**src/rtl/scan_sel_gen_pkg.sv**
```systemverilog
// Shared encodings and constants for the channel-scan select generator.
package scan_sel_gen_pkg;
  localparam int NUM_CH = 8;
  localparam logic [2:0] LAST_CH = 3'd7;

  typedef enum logic [1:0] {
    ST_IDLE  = 2'd0,
    ST_SEEK  = 2'd1,
    ST_DWELL = 2'd2
  } state_e;
endpackage

```
**src/rtl/scan_sel_gen.sv**
```systemverilog
// Walks enabled channels 0..7, holding each {A,B,C} selection for a dwell
// time with a break-before-make gap; one-shot or continuous frames.
module scan_sel_gen
  import scan_sel_gen_pkg::*;
#(
  parameter int DWELL_W = 8
) (
  input  logic               clk,
  input  logic               rst_n,
  input  logic               start,
  input  logic               stop,
  input  logic               mode_cont,
  input  logic [NUM_CH-1:0]  ch_mask,
  input  logic [DWELL_W-1:0] dwell,
  output logic               A,
  output logic               B,
  output logic               C,
  output logic               sel_valid,
  output logic               busy,
  output logic               done,
  output logic               wrap
);

  localparam logic [DWELL_W-1:0] DW_ONE = DWELL_W'(1);

  state_e              state_q, state_d;
  logic [2:0]          ptr_q, ptr_d;
  logic [2:0]          abc_q, abc_d;
  logic [DWELL_W-1:0]  cnt_q, cnt_d;
  logic [DWELL_W-1:0]  ld_q, ld_d;
  logic [NUM_CH-1:0]   mask_q, mask_d;
  logic                mode_q, mode_d;
  logic                sel_q, sel_d;
  logic                done_q, done_d;
  logic                wrap_q, wrap_d;
  logic                eof;

  always_comb begin
    state_d = state_q;
    ptr_d   = ptr_q;
    abc_d   = abc_q;
    cnt_d   = cnt_q;
    ld_d    = ld_q;
    mask_d  = mask_q;
    mode_d  = mode_q;
    sel_d   = sel_q;
    done_d  = 1'b0;
    wrap_d  = 1'b0;
    eof     = 1'b0;

    case (state_q)
      ST_IDLE: begin
        if (start && !stop) begin
          mask_d = ch_mask;
          mode_d = mode_cont;
          // Counter reload holds D-1, with a zero dwell treated as one cycle.
          ld_d   = (dwell == '0) ? '0 : dwell - DW_ONE;
          ptr_d  = 3'd0;
          if (ch_mask == '0) done_d  = 1'b1;
          else               state_d = ST_SEEK;
        end
      end
      ST_SEEK: begin
        if (stop) begin
          state_d = ST_IDLE;
          sel_d   = 1'b0;
        end else if (mask_q[ptr_q]) begin
          abc_d   = ptr_q;
          sel_d   = 1'b1;
          cnt_d   = ld_q;
          state_d = ST_DWELL;
        end else if (ptr_q != LAST_CH) begin
          ptr_d = ptr_q + 3'd1;
        end else begin
          eof = 1'b1;
        end
      end
      ST_DWELL: begin
        if (stop) begin
          state_d = ST_IDLE;
          sel_d   = 1'b0;
        end else if (cnt_q != '0) begin
          cnt_d = cnt_q - DW_ONE;
        end else begin
          sel_d = 1'b0;
          if (ptr_q != LAST_CH) begin
            ptr_d   = ptr_q + 3'd1;
            state_d = ST_SEEK;
          end else begin
            eof = 1'b1;
          end
        end
      end
      default: begin
        state_d = ST_IDLE;
        sel_d   = 1'b0;
      end
    endcase

    if (eof) begin
      if (mode_q) begin
        ptr_d   = 3'd0;
        wrap_d  = 1'b1;
        state_d = ST_SEEK;
      end else begin
        state_d = ST_IDLE;
        done_d  = 1'b1;
      end
    end
  end

  always_ff @(posedge clk or negedge rst_n) begin
    if (!rst_n) begin
      state_q <= ST_IDLE;
      ptr_q   <= 3'd0;
      abc_q   <= 3'd0;
      cnt_q   <= '0;
      ld_q    <= '0;
      mask_q  <= '0;
      mode_q  <= 1'b0;
      sel_q   <= 1'b0;
      done_q  <= 1'b0;
      wrap_q  <= 1'b0;
    end else begin
      state_q <= state_d;
      ptr_q   <= ptr_d;
      abc_q   <= abc_d;
      cnt_q   <= cnt_d;
      ld_q    <= ld_d;
      mask_q  <= mask_d;
      mode_q  <= mode_d;
      sel_q   <= sel_d;
      done_q  <= done_d;
      wrap_q  <= wrap_d;
    end
  end

  assign A         = abc_q[2];
  assign B         = abc_q[1];
  assign C         = abc_q[0];
  assign sel_valid = sel_q;
  assign busy      = (state_q != ST_IDLE);
  assign done      = done_q;
  assign wrap      = wrap_q;

endmodule

```
**config.mk**
```make
export PLATFORM = sky130hd
export DESIGN_NAME = scan_sel_gen
export DESIGN_NICKNAME = d
export VERILOG_FILES = /design/src/rtl/scan_sel_gen_pkg.sv /design/src/rtl/scan_sel_gen.sv
export SDC_FILE = /design/constraint.sdc
export NUM_CORES = 1
export LEC_CHECK = 0
export ABC_AREA = 1
export CAP_MARGIN = 15
export CORE_MARGIN = 2
export CORE_UTILIZATION = 55
export CTS_CLUSTER_DIAMETER = 40
export DETAILED_ROUTE_END_ITERATION = 8
export DONT_BUFFER_PORTS = 1
export MAX_ROUTING_LAYER = met4
export PLACE_DENSITY = 0.73
export SYNTH_ARGS = -nofsm -noshare
export SYNTH_HDL_FRONTEND = slang
export SYNTH_SLANG_ARGS = --single-unit
```
**constraint.sdc**
```tcl
create_clock -name clk -period 1.5 [get_ports clk]
set_clock_uncertainty 0.05 [all_clocks]
set_input_delay 0.45 -clock clk [delete_from_list [all_inputs] [get_ports clk]]
set_output_delay 0.45 -clock clk [all_outputs]
set_load 0.02 [all_outputs]
```
# Word level (Yosys, flattened, before mapping)
# Index checks and enable logic that the tools add are counted.
# W data, S select, Z words.
totals:
  ff_bits: 36
  out_inout_bits: 7
  word_cells: 88
classes:
  add_sub_neg: 3
  magnitude_cmp: 1
  n_eq_ne: 14
  n_mux: 45
  n_bitwise: 2
  n_reduce_logical: 13
ops:
  columns: ["operator", "n"]
  rows:
  - ["$mux W8", 5]
  - ["$mux W3", 8]
  - ["$mux W1", 18]
  - ["$logic_not A8 Y1", 2]
  - ["$mux W2", 8]
  - ["$pmux W8 S2", 1]
  - ["$sub A8 B1 Y8 const B", 2]
  - ["$ne A3 B3 Y1 const B", 5]
  - ["$ne A4 B4 Y1 const B", 3]
  - ["$reduce_and A5 Y1", 2]
  - ["$pmux W3 S3", 1]
  - ["$ne A2 B2 Y1 const B", 4]
  - ["$reduce_bool A8 Y1", 1]
  - ["$pmux W2 S3", 1]
  - ["$reduce_and A3 Y1", 2]
  - ["$lt A3 B4 Y1 const B", 1]
  - ["$reduce_bool A2 Y1", 2]
  - ["$add A3 B1 Y3 const B", 1]
  - ["$bmux W1 S3", 1]
  - ["$pmux W1 S3", 1]
  - ["$eq A2 B1 Y1 const B", 1]
  - ["$eq A2 B2 Y1 const B", 1]
  - ["$logic_not A2 Y1", 1]
  - ["$not A1 Y1", 2]
  - ["other kinds (4)", 4]

# Depth between registers and ports, before layout
depth:
  depth_word: 7
  depth_mapped: 11

# Worst setup path before layout
# No wires, ideal clock.
synth_path:
  path_type: "register to register"
  startpoint: "register state_q[0]"
  endpoint: "register ld_q[6]"
  setup_ns: 0.121
  arrival_time_ns: 1.447
  t_required_ns: 1.329
  path_slack_ns: -0.118
  stages_incl_launch_ff: 7
  synth_period_minus_slack_ns: 1.618
  cell_sequence: "dfrtp_1 -> inv_1 -> ha_1 -> inv_1 -> nor2_2 -> inv_2 -> a22o_1"
synth_via:
  elab_chain_len: 2
synth_lines:
  columns: ["element", "line", "rtl"]
  rows:
  - ["from (decl)", "scan_sel_gen.sv:26", "state_e state_q, state_d;"]
  - ["from (signal assigned)", "scan_sel_gen.sv:125", "state_q <= state_d;"]
  - ["$logic_not A2 Y1", "scan_sel_gen.sv:51", "case (state_q)"]
  - ["$reduce_and A2 Y1 (no source line)", null, null]
  - ["to (signal assigned)", "scan_sel_gen.sv:129", "ld_q <= ld_d;"]
  - ["to (decl)", "scan_sel_gen.sv:30", "logic [DWELL_W-1:0] ld_q, ld_d;"]
# Every way passes these cells.
# A chain may end at the register's enable or synchronous reset.

# Final worst setup path
layout_path:
  startpoint: "register state_q[1]"
  endpoint: "register state_q[0]"
layout_via:
  elab_chain_len: 4
  word_cells_on_any_way: 12
  cone_classes: "eq/ne: 7; mux: 3; reduce/logical: 2"
layout_lines:
  columns: ["element", "line"]
  rows:
  - ["$eq A2 B2 Y1 or $eq A2 B1 Y1 (tied branches)", "scan_sel_gen.sv:51"]
  - ["$pmux W1 S2", "scan_sel_gen.sv:51"]
  - ["$ne A4 B4 Y1 (no source line) or $ne A3 B3 Y1 (tied branches)", null]
  - ["$reduce_and A5 Y1 (no source line)", null]
# Parallel ways exist; a longest one is shown, timed or not.

==> out/results.txt <==
The tools report the DRC violation count after routing as 0. The worst setup path is launched from a register. The storage element area is 902 µm², and the relative max-transition margin is 82.4%. STA puts the critical path data required time at 1.65 ns.

The tightest min-delay check is of the in2reg type. The run gives 3.33 mm as the half-perimeter wire length after placement. After synthesis, the share of flip-flops with an asynchronous set or reset is 100%.

The transition time at the pin with the least slew margin came out at 0.261 ns. For this run, the total global-route usage over all layers was measured as 27.7%. After Yosys synthesis, full adders, half adders and majority gates account for 4.61% of the synthesized area. Number of vias after detailed routing: 2129. By instance count, the leading cell after synthesis is sky130_fd_sc_hd__nand2_1. The post-route worst setup slack was -0.199 ns; the post-synthesis mux area share was 0%. The repair_antennas step left the layout with diodes totalling 0. After synthesis the netlist holds a flip-flop and latch count of 36.

The cell area after synthesis came out at 2170 µm². Largest area contributor in the synthesized netlist: sky130_fd_sc_hd__dfrtp_1. The number of buffers and inverters on the critical path is 3. The worst setup path is captured at a register. The critical setup path kind was reg2reg.

Before CTS, the worst setup slack after placement is -0.0807 ns. Yosys mapped a number of flops with a built-in enable equal to 0. After synthesis, the largest area contributor takes up 41.5% of total cell area. Counting every net in the synthesized netlist gives 314.

After clock tree synthesis, the clock-pin slew on the worst setup and hold paths is 0.08 ns. Summed over all layers, the global routing overflow is 0. The die is 66.9 µm tall. The sequential cell area fraction in the yosys report is 41.5%. The run gives 0 as the count of max-cap constraint violations. For this run, the leading register cell type out of synthesis is sky130_fd_sc_hd__dfrtp_1.

Dividing the detail-routed via count by the number of cells gives 5.59. Counting I/O delays and the setup requirement, the final critical path takes 1.70 ns. No sink is reached through more buffers than the 2 on the longest clock path. The starting density of the core came out at 58.1%.

The post-synthesis compound-gate area fraction came out at 11.4%. The top-level port count was 28; the gate count after technology mapping was 285. The checks that failed: setup timing. The worst-case IR drop observed on VDD is 1.25 mV.

On the critical path, the stage with the largest delay is an instance of sky130_fd_sc_hd__dfrtp_1. Total count of max-transition violations in the final report: 0. Number of CTS-inserted buffers: 5.

The number of global-route vias before repair was 1972; the post-route clock period utilization was 113%. The analysis attributes to cell leakage a power of 1.55 nW. The die is 66.9 µm wide. The average wire per standard cell was 16.3 µm; the number of inserted filler cells in the final layout was 223. During synthesis, Yosys emitted a total of 0 warnings. The distinct cell type count after synthesis came out at 32. In the final layout, the multi-input gates occupy 1490 µm². For this design the ratio of total power to cell area is 2060 nW/µm².

Fraction of final layout cells with drive strength greater than 1: 45.0%. The arrival time of the worst setup path was 1.85 ns. Once detail routing completed, the nets flagged for antenna violations numbered 0. At the end of routability-driven placement, the weighted congestion stood at 0.962. Source-to-sink clock delay at the later pin of the worst-skew pair: 0.30 ns.

During placement, the flow inserted port buffers numbering 0. The average size of a mapped cell is 7.63 µm², and the depth of the CTS H-tree is 2. At the end of the flow the core is filled with cells to 82.8%. The layout overhead on the synthesized area was 42.6%. Traced cell by cell, the critical path runs through inv_2 -> ha_4 -> buf_6 -> nand2_4 -> o21a_1 -> nand2_1 -> nor2_2 -> nand2_2 -> nand2_1 -> nand3_1 -> nand2_1 -> inv_1. The top achievable clock speed is 589 MHz, and the post-layout instance count excluding filler cells is 381. The die covers 4470 µm². After synthesis, the most frequently instantiated cells are sky130_fd_sc_hd__nand2_1, sky130_fd_sc_hd__dfrtp_1, sky130_fd_sc_hd__inv_1.

After Yosys synthesis, and, or, nand and nor cells account for 31.4% of the synthesized area. The floorplan row count is 22, and the number of failing hold endpoints at the final stage is 0. In this run, the number of DRC markers left after iteration 0 of detailed routing was 238.

Setup violations remaining at the end of the flow were counted as 33. Setup repair after global routing could not meet its margin everywhere. The first global-routing pass estimated 8.82 mm of wire. By area the synthesized netlist is led by sky130_fd_sc_hd__dfrtp_1, sky130_fd_sc_hd__nand2_1, sky130_fd_sc_hd__inv_1. Of the total synthesized cell area, the portion taken by XOR and XNOR cells is 3.22%. Total power for the finished layout comes to 6.37 mW.

The tools report the first-pass iteration count of the detailed router as 4. The largest net degree at the start of global routing came out at 37. The flow ran to the end, but the final reports show violations. The total wirelength of the detailed-routed design was 6.22 mm.

Counting stages on the worst path, the most repeated cell is sky130_fd_sc_hd__nand2_1. The cell family contributing the most delay on the critical path was simple AND/OR/NAND/NOR gates. The highest net fanout along the worst path came out at 3. The largest single stage delay on the critical path is 0.44 ns. Including well taps, the total number of placed cells is 357.

CTS saw 36 sinks. The region available for standard cell placement spans 3740 µm². At the end of the flow, the number of nets in the layout was 362. TritonCTS built the clock tree.

The initial antenna violation count was 0. The cell sitting at the root of the clock tree is a sky130_fd_sc_hd__clkbuf_8. After synthesis, the largest family of logic cells by area is simple AND/OR/NAND/NOR gates.
[stage by stage]
stage	setup TNS (ns)	instance area [µm²]	hold slack (ns)
floorplan	0	2190	0.104
global placement	-0.0340	2430	0.105
detailed placement	-0.555	2430	0.105
CTS	-0.492	2720	0.201
global route	-4.69	3100	0.171
finish	-2.93	3100	0.176
[path summary, 6_finish.rpt]
kind / from / endpoint / slack [ns] / cells past startpoint
min in group asynchronous: rst_n / sel_valid / 0.55 / 2
setup / recovery: state_q[1] / state_q[0] / -0.20 / 12
setup reg to reg: state_q[1] / state_q[0] / -0.20 / 12
hold / removal: dwell[0] / ld_q[0] / 0.18 / 1
max in group asynchronous: rst_n / ptr_q[0] / 0.64 / 2
hold reg to reg: ld_q[0] / ld_q[0] / 0.44 / 2
[layer usage]
layer | track usage (%) | part of all wire (%) | vias to the layer above
li1 | - | - | 999
met1 | 35.9 | 39 | 1018
met2 | 43.4 | 51 | 95
met3 | 5.57 | 6.5 | 17
met4 | 9.69 | 2.7 | 0
met5 | - | 0 | -
[layout by cell type (no fill, tap or decap), types with 6 or more instances in the layout]
master / n
sky130_fd_sc_hd__nor2_2: 6
sky130_fd_sc_hd__nor2_1: 20
sky130_fd_sc_hd__nand2_2: 17
sky130_fd_sc_hd__nand2_1: 62
sky130_fd_sc_hd__nand3_1: 9
sky130_fd_sc_hd__dfrtp_1: 35
sky130_fd_sc_hd__nand2_4: 17
sky130_fd_sc_hd__o21ai_2: 19
sky130_fd_sc_hd__inv_1: 21
sky130_fd_sc_hd__o21ai_0: 6
sky130_fd_sc_hd__buf_4: 30
sky130_fd_sc_hd__buf_6: 10
sky130_fd_sc_hd__inv_2: 8
sky130_fd_sc_hd__nand3_2: 7
[where the power goes]
part           leakage (nW)  switching, mW  internal, mW
logic                  1.05           2.24          1.71
registers             0.458          0.338          1.39
clock network        0.0400          0.369         0.315
total                  1.55           2.95          3.42
[registers in the layout, summed over array words and instances (netlist names)]
name / cells
done: 1
sel_valid: 1
ld_q: 8
abc_q: 3
state_q: 2
ptr_q: 3
wrap: 1
mode_q: 1
cnt_q: 8
mask_q: 8
[cells by family (layout without fill, tap and decap cells)]
| family | Yosys count | count (layout) |
|---|---|---|
| AOI/OAI and AO/OA | 41 | 41 |
| xor gates and xnor gates | 8 | 8 |
| adders and majority gates | 8 | 8 |
| buffers and inverters | 39 | 87 |
| DFF | 36 | 36 |
| and+or+nand+nor | 153 | 153 |
[final cells by class]
| cell class | count | area share [%] |
|---|---|---|
| multi-input cells | 210 | 47.9 |
| clock buffers | 5 | 2.22 |
| inverters | 35 | 4.80 |
| well taps | 48 | 1.94 |
| clock inverters | 2 | 0.404 |
| flip-flops and latches | 36 | 29.1 |
| repair inverters | 1 | 0.283 |
| repair buffers | 44 | 13.3 |
[what timing repair did]
item	CTS	global route
buffers inserted	9	4
pin swaps	14	21
resized for setup	34	94
setup endpoints to repair	17	37
cloned	1	1
hold endpoints to repair	36	0
hold buffers	2	0
Note: power is estimated with default switching activity, not from simulation.
